[src/rtl/pipe_stage_skid.sv]
// Inter-stage pipeline register with a 2-entry skid buffer.
// Valid/ready handshake, flush with bubble insertion, saturating stall counter.
module pipe_stage_skid #(
    parameter int                  INSTR_W     = 16,
    parameter int                  CTRL_W      = 12,
    parameter int                  DATA_W      = 96,
    parameter logic [INSTR_W-1:0]  NOP_INSTR   = INSTR_W'(16'h0800),
    parameter int                  STALL_CNT_W = 16
) (
    input  logic                   clk,
    input  logic                   rst,
    input  logic                   flush,

    input  logic                   in_valid,
    output logic                   in_ready,
    input  logic [INSTR_W-1:0]     in_instr,
    input  logic [CTRL_W-1:0]      in_ctrl,
    input  logic [DATA_W-1:0]      in_data,

    output logic                   out_valid,
    input  logic                   out_ready,
    output logic [INSTR_W-1:0]     out_instr,
    output logic [CTRL_W-1:0]      out_ctrl,
    output logic [DATA_W-1:0]      out_data,

    output logic [STALL_CNT_W-1:0] stall_cnt,
    input  logic                   clr_stall_cnt
);

    // bit 0 = main valid, bit 1 = skid valid
    typedef enum logic [1:0] {
        EMPTY = 2'b00,
        ONE   = 2'b01,
        FULL  = 2'b11
    } state_e;

    state_e                   state_q, state_d;
    logic                     in_ready_q, in_ready_d;

    logic [INSTR_W-1:0]       main_instr_q, main_instr_d;
    logic [CTRL_W-1:0]        main_ctrl_q,  main_ctrl_d;
    logic [DATA_W-1:0]        main_data_q,  main_data_d;

    logic [INSTR_W-1:0]       skid_instr_q, skid_instr_d;
    logic [CTRL_W-1:0]        skid_ctrl_q,  skid_ctrl_d;
    logic [DATA_W-1:0]        skid_data_q,  skid_data_d;

    logic [STALL_CNT_W-1:0]   stall_cnt_q, stall_cnt_d;

    logic                     main_vld;
    logic                     in_fire;
    logic                     out_fire;
    logic                     ld_main_in;
    logic                     ld_main_skid;
    logic                     ld_skid_in;

    assign main_vld = state_q[0];
    assign in_fire  = in_valid & in_ready_q & ~flush;
    assign out_fire = main_vld & out_ready;

    // State register; in_ready is registered from the next state
    always_ff @(posedge clk) begin
        if (rst) begin
            state_q    <= EMPTY;
            in_ready_q <= 1'b1;
        end else begin
            state_q    <= state_d;
            in_ready_q <= in_ready_d;
        end
    end

    // Next-state and load-select logic
    always_comb begin
        state_d      = state_q;
        ld_main_in   = 1'b0;
        ld_main_skid = 1'b0;
        ld_skid_in   = 1'b0;
        if (flush) begin
            state_d = EMPTY;
        end else begin
            unique case (state_q)
                EMPTY: begin
                    if (in_fire) begin
                        ld_main_in = 1'b1;
                        state_d    = ONE;
                    end
                end
                ONE: begin
                    if (in_fire && out_fire) begin
                        ld_main_in = 1'b1;
                    end else if (in_fire) begin
                        ld_skid_in = 1'b1;
                        state_d    = FULL;
                    end else if (out_fire) begin
                        state_d    = EMPTY;
                    end
                end
                FULL: begin
                    if (out_fire) begin
                        ld_main_skid = 1'b1;
                        state_d      = ONE;
                    end
                end
                default: begin
                    state_d = EMPTY;
                end
            endcase
        end
        in_ready_d = (state_d != FULL);
    end

    // Payload next-state: main takes input or the older skid entry
    always_comb begin
        main_instr_d = main_instr_q;
        main_ctrl_d  = main_ctrl_q;
        main_data_d  = main_data_q;
        skid_instr_d = skid_instr_q;
        skid_ctrl_d  = skid_ctrl_q;
        skid_data_d  = skid_data_q;
        if (ld_main_in) begin
            main_instr_d = in_instr;
            main_ctrl_d  = in_ctrl;
            main_data_d  = in_data;
        end else if (ld_main_skid) begin
            main_instr_d = skid_instr_q;
            main_ctrl_d  = skid_ctrl_q;
            main_data_d  = skid_data_q;
        end
        if (ld_skid_in) begin
            skid_instr_d = in_instr;
            skid_ctrl_d  = in_ctrl;
            skid_data_d  = in_data;
        end
    end

    // Payload registers; stale contents survive flush, gating hides them
    always_ff @(posedge clk) begin
        if (rst) begin
            main_instr_q <= '0;
            main_ctrl_q  <= '0;
            main_data_q  <= '0;
            skid_instr_q <= '0;
            skid_ctrl_q  <= '0;
            skid_data_q  <= '0;
        end else begin
            main_instr_q <= main_instr_d;
            main_ctrl_q  <= main_ctrl_d;
            main_data_q  <= main_data_d;
            skid_instr_q <= skid_instr_d;
            skid_ctrl_q  <= skid_ctrl_d;
            skid_data_q  <= skid_data_d;
        end
    end

    // Stall counter next-state: clear wins, otherwise saturating increment
    always_comb begin
        stall_cnt_d = stall_cnt_q;
        if (clr_stall_cnt) begin
            stall_cnt_d = '0;
        end else if (main_vld && !out_ready && !(&stall_cnt_q)) begin
            stall_cnt_d = stall_cnt_q + STALL_CNT_W'(1);
        end
    end

    // Stall counter register; flush leaves it alone
    always_ff @(posedge clk) begin
        if (rst) begin
            stall_cnt_q <= '0;
        end else begin
            stall_cnt_q <= stall_cnt_d;
        end
    end

    // Output decode with bubble gating on the main register
    always_comb begin
        out_valid = main_vld;
        out_instr = main_vld ? main_instr_q : NOP_INSTR;
        out_ctrl  = main_vld ? main_ctrl_q  : '0;
        out_data  = main_data_q;
        in_ready  = in_ready_q;
        stall_cnt = stall_cnt_q;
    end

endmodule

[config.mk]
export PLATFORM = sky130hd
export DESIGN_NAME = pipe_stage_skid
export DESIGN_NICKNAME = d
export VERILOG_FILES = /design/src/rtl/pipe_stage_skid.sv
export SDC_FILE = /design/constraint.sdc
export NUM_CORES = 1
export LEC_CHECK = 0
export CAP_MARGIN = 20
export CORE_MARGIN = 2
export CORE_UTILIZATION = 44
export CTS_CLUSTER_DIAMETER = 50
export DETAILED_ROUTE_END_ITERATION = 8
export PLACE_DENSITY = 0.79
export SYNTH_ARGS = -nofsm -noshare
export SYNTH_HDL_FRONTEND = slang
export SYNTH_SLANG_ARGS = --single-unit
[constraint.sdc]
create_clock -name clk -period 1.7 [get_ports clk]
set_clock_uncertainty 0.15 [all_clocks]
set_input_delay 0.51 -clock clk [delete_from_list [all_inputs] [get_ports clk]]
set_output_delay 0.51 -clock clk [all_outputs]
set_load 0.1 [all_outputs]
Yosys cells after proc, flatten, opt, wreduce, memory -nomap -nowiden
Cells that the tools add are included.

word-level totals
  memory bits (read-only) = 0
  memories kept = 0
  bits in latches = 0
  bits in writable memories = 0
  register bits after elaboration = 267
  output and inout bits = 142

cells by class
  reduce and logical (&&, ||, !) cells = 9
  order comparisons = 0
  $add $sub $neg = 1
  shifts and indexed selects = 0
  mux-type cells = 25
  multipliers = 0
  divide/modulo/power cells = 0
  bitwise logic cells = 4
  equality and inequality tests = 3

operators by type and width
  cell                                                                    number
  96-bit two-way mux                                                      2
  16-bit two-way mux                                                      3
  12-bit two-way mux                                                      3
  16-bit by 1-bit adder with 16-bit output (second input constant)        1
  16-bit AND reduction                                                    1
  2-bit two-way mux                                                       6
  1-bit two-way mux                                                       9
  2-bit one-hot mux with 3 select lines                                   1
  1-bit AND                                                               3
  1-bit logical AND                                                       3
  2-bit by 1-bit equality test with 1-bit output (second input constant)  1
  2-bit equality test (second input constant)                             1
  1-bit logical NOT                                                       2
  2-bit logical NOT                                                       1
  2-bit inequality test (second input constant)                           1
  1-bit one-hot mux with 2 select lines                                   1
  2-bit nonzero test                                                      1
  2-bit OR reduction                                                      1
  1-bit inverter                                                          1

Depth between registers and ports, before layout
  depth in word-level cells = 7
  depth in mapped cells = 7
  mapped depth without buffers = 5

Worst setup path before layout
OpenSTA, ideal clock, no wires.

  path type = flip-flop to output port
  start point = register state_q[0]
  end point = output out_ctrl[10]
  data arrival time = 2.281 ns
  cell stages (with the launch flop) = 4
  setup slack = -1.241 ns
  required time = 1.040 ns
  cell sequence = dfxtp_1 clkbuf_1 clkbuf_1 and2_1

on the way
  cells in the longest elaborated chain, start to end = 1

ends and longest elaborated chain
  what                    RTL line  RTL
  from (decl)             37        state_e state_q, state_d;
  from (signal assigned)  67        state_q <= state_d;
  12-bit two-way mux      178       out_ctrl = main_vld ? main_ctrl_q : '0;
  to (decl)               23        output logic [CTRL_W-1:0] out_ctrl,

Every way passes these cells.

Worst setup path after layout
  start point = register state_q[0]
  end point = output out_instr[9]

on the way
  cells in the longest elaborated chain, start to end = 1

ends and longest elaborated chain
  what                RTL line  RTL
  16-bit two-way mux  177       out_instr = main_vld ? main_instr_q : NOP_INSTR;
  to (decl)           22        output logic [INSTR_W-1:0] out_instr,

Every way passes these cells.

==> results.txt <==
----------------------------------------------------
[Placed design]
  Buffers added on ports ... 271
  Placed Cells incl. Taps ... 1,798
  Final RePlAce weighted congestion ... just over 0.8
  HPWL reported at the end of detailed placement ... between 20 and 25 mm

[Min path]
  Hold Path Depth ... 3
  Path type of the worst min-delay path ... in -> reg

[STA]
  Number of pins exceeding their max-slew limit in the final report ... 0
  Fin. Hold Viols ... 0
  Time the worst path needs with I/O delays and setup ... around 2.1 ns
  Final setup vio count ... roughly 320
  Worst slew margin relative to its limit ... 0.643
  RSZ-0062 raised after global routing ... true
  Fmax ... about 470 MHz
  Tcrit/Tclk final ... 1.24
  Worst setup margin ... -0.407 ns
  Summed negative setup slack over all endpoints ... -24.57 ns
  Actual slew at the worst max-slew pin ... around 0.54 ns

[Finish]
  Most used cells in the layout excluding fill and tap cells ... 256 x nand2_1, 165 x buf_12, 153 x dfxtp_1, 135 x a21oi_1, 127 x nor2_1
  Share of post-route cells with drive strength above 1 ... 0.301
  Area occupied by multi-input gates ... 5160 µm²
  Leading cell type in the layout, fill and taps excluded ... nand2_1
  Area growth from synthesis to final layout ... 63.6%
  Final core utilization ... 0.728
  Final-layout fill cell count ... around 1,600
  Final cell count without fillers ... between 1,500 and 2,000
  Area used by sequential logic in the layout ... roughly 5600 µm²
  Final #Nets ... around 1,700

[Route]
  Average vias per placed instance ... 5.41
  Overall routed net length ... approximately 33 mm
  Remaining antenna violation count after routing ... 0
  Overall via count from detail_route ... 10,200
  # DRC ... 0
  Violation count after the first detailed-routing iteration ... 601
  First-pass iteration count of the detailed router ... 5
  Wire length per cell ... 17.7 µm

[GRT]
  First-pass GRT wire length ... between 50 and 60 mm
  Largest net degree at the start of global routing ... ~110
  Initial antenna violation count ... 1
  Total routing usage reported by global routing ... 0.255
  Vias in the first global route ... about 11,000
  Total congestion overflow ... 0

[Synthesis]
  Cell accounting for the most synthesized area ... dfxtp_1
  Async set-or-reset flop fraction in the synthesized netlist ... 0
  Main synth FF type ... dfxtp_1
  Netlist Area Pre-Place ... 10,800 µm²
  Largest cells by area after synthesis ... dfxtp_1 50%, mux2i_1 12%, nand2_1 9.0%
  Post-synth EDFFs ... 0
  Total of flip-flops plus latches after synthesis ... approximately 270
  Cell count after synthesis ... around 1,200
  Yosys synthesis warning count ... 0
  Synth cell types ... 41
  Area share of the leading cell type in the synthesized netlist ... 0.497
  Post-synthesis sequential area ratio ... 0.497
  Syn Area/Cell ... between 8 and 9 µm²
  Post-Synthesis Net Count ... approximately 1,400

[Floorplan]
  Starting density of the core ... 0.445
  Height of the chip ... between 150 and 200 µm
  Die width ... approximately 160 µm
  Core footprint ... between 20,000 and 25,000 µm²
  Number of placement rows ... 57
  Die Area ... between 20,000 and 30,000 µm²
  Count of boundary I/O pins ... 272

[Worst setup path]
  Data required time at the worst endpoint ... ~1.0 ns
  CP Max Fanout ... 18
  CP endpoint kind ... output port
  Startpoint of the worst setup timing path ... state_q[0]
  Data arrival time of the critical path ... approximately 1.5 ns
  Worst setup path endpoint ... out_instr[9]
  Reg-to-reg setup timing slack ... -0.21 ns
  Critical path type ... reg -> out
  FF-to-FF Start ... state_q[0]
  Type of element launching the critical path ... flop
  R2R depth ... 6
  FF-to-FF End ... stall_cnt[10]

[Power and ir drop]
  PD cells ... 949 nW/µm²
  Power after layout ... between 0.015 and 0.02 W
  Leakage power summed over all cells ... 7.39 nW
  Maximum vdd drop ... between 600 and 700 µV

[Clock network]
  TritonCTS clock tree ... yes
  Number of CTS-inserted buffers ... 29
  Clock input transition at the sequential cells of the worst setup and hold paths ... about 0.060 ns
  Source-to-sink clock delay at the later pin of the worst-skew pair ... 0.53 ns
  Sinks on the clock net ... approximately 270
  Number of buffers between clock root and the deepest sink ... 3
  Root Driver ... clkbuf_16
  H-tree Lvls ... 1

[Job]
  Number of max-cap violations ... 0

[Status]
  Result of the run ... complete, but fails checks
  Violations in the final reports ... negative setup slack

----------------------------------------------------
## through the flow
| stage | cell area (µm²) | setup slack [ns] | hold WS [ns] |
|---|---|---|---|
| after CTS | 17500 | -0.426 | 0.205 |
| after detailed placement | 15800 | -0.730 | 0.296 |
| after global placement | 15800 | -0.686 | 0.290 |
| after global routing | 17600 | -0.446 | 0.234 |
| after floorplan | 11100 | -0.190 | 0.286 |
| final | 17600 | -0.407 | 0.228 |
## cell usage after synthesis, types with 2 or more instances
| master | number |
|---|---|
| nand3_1 | 6 |
| a211oi_1 | 126 |
| a31oi_1 | 3 |
| nand4_1 | 5 |
| nor3_1 | 4 |
| or4_1 | 7 |
| mux2i_1 | 125 |
| dfxtp_1 | 267 |
| buf_4 | 8 |
| nand2_1 | 259 |
| or3_1 | 3 |
| inv_1 | 4 |
| clkbuf_1 | 60 |
| o21ai_0 | 5 |
| and2_1 | 27 |
| o31ai_1 | 5 |
| a21oi_1 | 135 |
| o211ai_1 | 2 |
| buf_1 | 4 |
| buf_2 | 30 |
| nor3_2 | 2 |
| nor2_1 | 127 |
| nand2b_1 | 2 |
## power breakdown
group          internal, W  switching, W
Clock              0.00432       0.00252
Combinational      0.00126       0.00187
Sequential         0.00649      0.000227
Total               0.0121       0.00461
## worst max-delay path, cell delays in order (launching register included)
cell and delay [ns]:
dfxtp_4 0.38, buf_12 0.16, and2_4 0.19, buf_12 0.17
## how the worst min path moves through the flow
stage / startpoint / end
after floorplan: skid_ctrl_q[0] / skid_ctrl_q[0]
after global placement: skid_data_q[62] / skid_data_q[62]
after detailed placement: skid_ctrl_q[0] / skid_ctrl_q[0]
after CTS: rst / out_data[18]
after global routing: rst / out_data[3]
final: rst / out_data[3]
## area by class of cell
class,count,share of cell area
tap,324,0.0230
multi-input combinational,861,0.293
inverter,4,0.000853
sequential,267,0.317
clock buffer,44,0.0526
timing repair buffer,382,0.306
clock inverter,7,0.00775
antenna,1,0.000142
## flip-flops by register name, summed over array words and instances, names as in the netlist
signal,flops
state_q,2
skid_instr_q,16
skid_ctrl_q,12
out_data,96
main_ctrl_q,12
skid_data_q,96
in_ready,1
stall_cnt,16
main_instr_q,16
## kinds of logic after synthesis
group	after synthesis	synth area share
simple gates	455	0.179
compound gates	280	0.163
flops	267	0.497
mux	125	0.116
buf+inv	106	0.0433
fa+ha+maj	1	0.00116
## layer usage
layer | track usage | vias to the layer above | wire length (µm)
li1 | - | 4884 | -
met1 | 0.302 | 4862 | 13100
met2 | 0.444 | 371 | 16700
met3 | 0.0509 | 111 | 2080
met4 | 0.120 | 0 | 1570
met5 | 0 | - | 0
## repair_timing
item	4_1_cts	5_1_grt
gates cloned	4	0
hold buffers	0	0
buffers inserted	34	2
pin swaps	6	1
setup endpoints to repair	391	398
gates resized for setup	133	8
Note: power is estimated with default switching activity, not from simulation.
